[src/rtl/req_conditioner.sv]
// Request front end: synchronizes and debounces raw buttons, turns presses into
// sticky pending requests, retires them on arbiter grants, and flags overruns.
module req_conditioner #(
  parameter int unsigned N      = 4,
  parameter int unsigned LN     = $clog2(N),
  parameter int unsigned DB_CNT = 50000,
  parameter int unsigned CW     = $clog2(DB_CNT + 1)
) (
  input  logic          clk,
  input  logic          rst,
  input  logic [N-1:0]  btn_raw,
  input  logic          consume,
  input  logic [LN-1:0] grant,
  input  logic          valid,
  output logic [N-1:0]  req,
  output logic [N-1:0]  btn_db,
  output logic [N-1:0]  overrun
);

  localparam logic [CW-1:0] CNT_MAX = CW'(DB_CNT - 1);

  logic [N-1:0]  s1;
  logic [N-1:0]  s2;
  logic [N-1:0]  btn_dq;
  logic [CW-1:0] cnt     [N];
  logic [CW-1:0] cnt_nxt [N];
  logic [N-1:0]  db_nxt;
  logic [N-1:0]  press;
  logic [N-1:0]  clr;
  logic [N-1:0]  req_nxt;
  logic [N-1:0]  ovr_nxt;

  // Debounce: a level is accepted only after DB_CNT consecutive disagreeing samples.
  always_comb begin
    db_nxt = btn_db;
    for (int i = 0; i < int'(N); i++) begin
      cnt_nxt[i] = '0;
      if (s2[i] != btn_db[i]) begin
        if (cnt[i] == CNT_MAX) begin
          db_nxt[i] = s2[i];
        end else begin
          cnt_nxt[i] = cnt[i] + CW'(1);
        end
      end
    end
  end

  // Pending requests: a new press wins over a same-cycle retire of that line.
  always_comb begin
    press = btn_db & ~btn_dq;
    clr   = '0;
    for (int i = 0; i < int'(N); i++) begin
      clr[i] = consume & valid & (grant == LN'(i));
    end
    req_nxt = press | (req & ~clr);
    ovr_nxt = overrun | (press & req & ~clr);
  end

  always_ff @(posedge clk or posedge rst) begin
    if (rst) begin
      s1      <= '0;
      s2      <= '0;
      btn_db  <= '0;
      btn_dq  <= '0;
      req     <= '0;
      overrun <= '0;
      for (int i = 0; i < int'(N); i++) begin
        cnt[i] <= '0;
      end
    end else begin
      s1      <= btn_raw;
      s2      <= s1;
      btn_db  <= db_nxt;
      btn_dq  <= btn_db;
      req     <= req_nxt;
      overrun <= ovr_nxt;
      for (int i = 0; i < int'(N); i++) begin
        cnt[i] <= cnt_nxt[i];
      end
    end
  end

endmodule

[config.mk]
export PLATFORM = sky130hd
export DESIGN_NAME = req_conditioner
export DESIGN_NICKNAME = d
export VERILOG_FILES = /design/src/rtl/req_conditioner.sv
export SDC_FILE = /design/constraint.sdc
export NUM_CORES = 1
export LEC_CHECK = 0
export ABC_AREA = 0
export CORE_MARGIN = 8
export CORE_UTILIZATION = 31
export DETAILED_ROUTE_END_ITERATION = 8
export MAX_ROUTING_LAYER = met4
export PLACE_DENSITY_LB_ADDON = 0.1
export SKIP_CTS_REPAIR_TIMING = 1
export SYNTH_ARGS = -nofsm -noshare
export SYNTH_HDL_FRONTEND = slang
export SYNTH_SLANG_ARGS = --single-unit
[constraint.sdc]
create_clock -name clk -period 3.8 [get_ports clk]
set_input_delay 0.76 -clock clk [delete_from_list [all_inputs] [get_ports clk]]
set_output_delay 0.76 -clock clk [all_outputs]
set_load 0.01 [all_outputs]
==> parameters.txt <==
Parameter                              Value

Status
  Status    complete, no violations

Logic synthesis
  Mean area per synthesized cell    between 10 and 15 um2
  Most used flip-flop cell after synthesis    dfrtp_1
  Yosys top cell area share    between 50% and 60%
  Syn Std Cell Area    4079 um2
  Dominant cells by area after synthesis    dfrtp_1, xnor2_1, nor2_1
  Number of synthesis warnings    0
  List of most frequent post-synthesis cells    dfrtp_1, nor2_1, xnor2_1, nand3_1, nand2_1
  Proportion of register bits with asynchronous set or reset after synthesis    100.0%
  Library cell with the largest summed area after synthesis    dfrtp_1
  Synth Net Count    about 380
  Seq cells post-synth    88
  Sequential fraction of the synthesis area    between 50% and 60%
  Most frequent cell after synthesis    dfrtp_1
  Number of flops mapped to enable cells by yosys    0
  Count of distinct cell types in the synthesized netlist    33
  Cell count after synthesis    ~370

STA
  Max-slew violation count    0
  Worst slew margin    68.66%
  Least setup slack across all paths after layout    1.691 ns
  Setup TNS    0 ns
  Number of setup violations in the final report    0
  Transition time of the tightest slew-check pin    ~0.47 ns
  Period utilization    between 50% and 60%
  Final Hold Viols    0
  Final critical-path required period    approximately 2.1 ns
  Setup skew after layout    between 0.005 and 0.006 ns
  Highest clock rate    between 0.4 and 0.5 GHz
  RSZ-0062 raised after global routing    no

Cells and area
  Multi-input gate area    1790 um2
  Antenna cells    0
  Synthesis-to-layout area growth    17.58%
  Area occupied by registers    about 2200 um2
  Fin nets    408
  Post-route insts no fill    approximately 580
  Fraction of layout instances using a drive strength above 1    13.53%
  Fill cells    around 1,300

Detailed routing
  DRC violation total after the first TritonRoute iteration    142
  Number of DRC violations after detailed routing    0
  Total Wirelength    7910 um
  Count of nets left with antenna violations after detail routing    0
  First-pass iteration count of the detailed router    4
  Mean number of vias per cell    roughly 4.6
  Number of vias in the routed layout    between 2,000 and 3,000
  Average wire length per cell after detail routing    13.76 um

Die
  Chip height    130.7 um
  Number of placement rows    between 40 and 50
  Effective utilization at floorplan    between 30% and 40%
  Area of the core    around 13,000 um2
  IO Count    22
  Width of the die    around 130 um
  Die Outline Area    approximately 17,000 um2

Power and ir drop
  Switching power as a share of total power    between 20% and 30%
  Sequential power share    50.0%
  Power per standard cell area    about 400 nW/um2
  Standby leakage power    approximately 1.9 nW
  Pint    around 1.5 mW
  Total net switching power    around 0.43 mW
  Sum of internal, switching and leakage power    1.938 mW
  Proportion of power drawn by combinational gates    roughly 3.6%
  Maximum resistive drop on vdd    between 0.2 and 0.25 mV
  Share of power burned in the clock network    46.4%

Worst setup path
  Maximum fanout encountered on the critical timing path    5
  Combined buffer and inverter count along the critical path    1
  Worst setup SP type    flop
  Cell with the biggest individual delay on the critical path    clkdlybuf4s50_1
  Arr. time, crit path    1.35 ns
  Critical path required time    a little over 3 ns
  Category of cells accounting for the largest share of critical-path delay    buffers and inverters
  Critical Path End Type    primary output
  Critical-path cell list    clkdlybuf4s50_1
  Largest stage delay on the critical path    0.58 ns
  Type of the setup path with the least slack    reg -> out

Clocking
  Maximum number of buffers from clock root to sink    2
  Number of levels in the clock H-tree    3
  CTS tree    yes
  Inserted Clock Buffers    9
  Clk Latency, worst-skew pair    between 0.3 and 0.4 ns
  Root cell of the clock tree    clkbuf_16
  Clock transition time at the flip-flop clock pins of the worst setup and hold paths    0.06 ns
  CTS sink count    88

GRT
  Grt ovf    0
  Via count of the first global-routing pass    approximately 2,600
  Pin count of the biggest net entering global routing    89
  Total global routing track utilization    between 10% and 20%
  Initial antenna violation count    0
  Wire length of the first global-routing pass    between 10,000 and 15,000 um

Run
  Total of max-cap violations    0

Placed design
  Placed wire-length estimate after detailed placement    5174 um
  GP Congestion    0.7246
  IO Port Bufs    21
  Minimum setup slack after placement    1.942 ns
  Cells after DPL    ~560

Worst hold path
  Hold Path Class    reg -> reg
## kinds of logic after synthesis
kind of cell | synth area share, %
and+or+nand+nor | 27.42
DFF | 53.99
xor gates and xnor gates | 12.67
buffers and inverters | 2.116
AOI/OAI and AO/OA | 1.472
muxes | 1.104
adders and majority gates | 1.227
## power groups by stage
stage | clock (mW) | sequential (mW) | combinational, mW
finish | 0.899 | 0.969 | 0.0707
global route | 0.967 | 0.970 | 0.0825
CTS | 0.930 | 0.968 | 0.0740
detailed placement | 0 | 0.986 | 0.0739
global placement | 0 | 0.986 | 0.0743
floorplan | 0 | 0.984 | 0.0439
## cell type report
class	count	share of cell area, %
sequential	88	45.92
multi-input combinational	259	37.33
tap	176	4.592
timing repair buffer	22	4.800
clock inverter	5	1.174
clock buffer	11	5.061
inverter	14	1.122
## flip-flops by register name, indices dropped and copies added (netlist names)
signal   flops
overrun      4
btn_dq       4
req          4
btn_db       4
s1           4
cnt         64
s2           4
## per-layer routing
layer	vias up	wire length (um)	part of all wire (%)	GRT usage [%]
met5	-	0	0	-
met4	0	169	2.1	4.862
met3	11	236	3.0	3.166
met2	23	3567	45	15.22
met1	1286	3938	50	13.08
li1	1307	-	-	-
## worst paths after layout
check	depth (start not counted)	endpoint	slack [ns]	start
worst max-delay path	1	btn_db[3]	1.69	btn_db[3]
max in group asynchronous	3	cnt[56]	2.60	rst
worst min-delay path	0	s2[2]	0.35	s1[2]
min in group asynchronous	3	btn_dq[2]	0.84	rst
worst min register to register	0	s2[2]	0.35	s1[2]
worst max register to register	5	cnt[60]	2.10	cnt[48]
## through the flow
step                      hold WS, ns  cell area (um2)  utilization [%]
after floorplan                0.3312             4079                -
after global placement         0.3330             4497            34.50
after detailed placement       0.3387             4497            34.50
after CTS                      0.3497             4796            36.80
after global routing           0.3493             4796            36.80
final                          0.3452             4796            36.80
## placed cells by master, fill, tap and decap left out, drive strengths merged, types with 11 or more instances in the layout
master         Yosys  final
nor4              17     17
xor2              11     11
inv               14     13
nand3             23     23
clkbuf             0     11
nand4             16     16
xnor2             48     48
nor2              69     69
dfrtp             88     88
nor3              14     14
clkdlybuf4s50      0     21
nand2             20     20
Note: power is estimated with default switching activity, not from simulation.
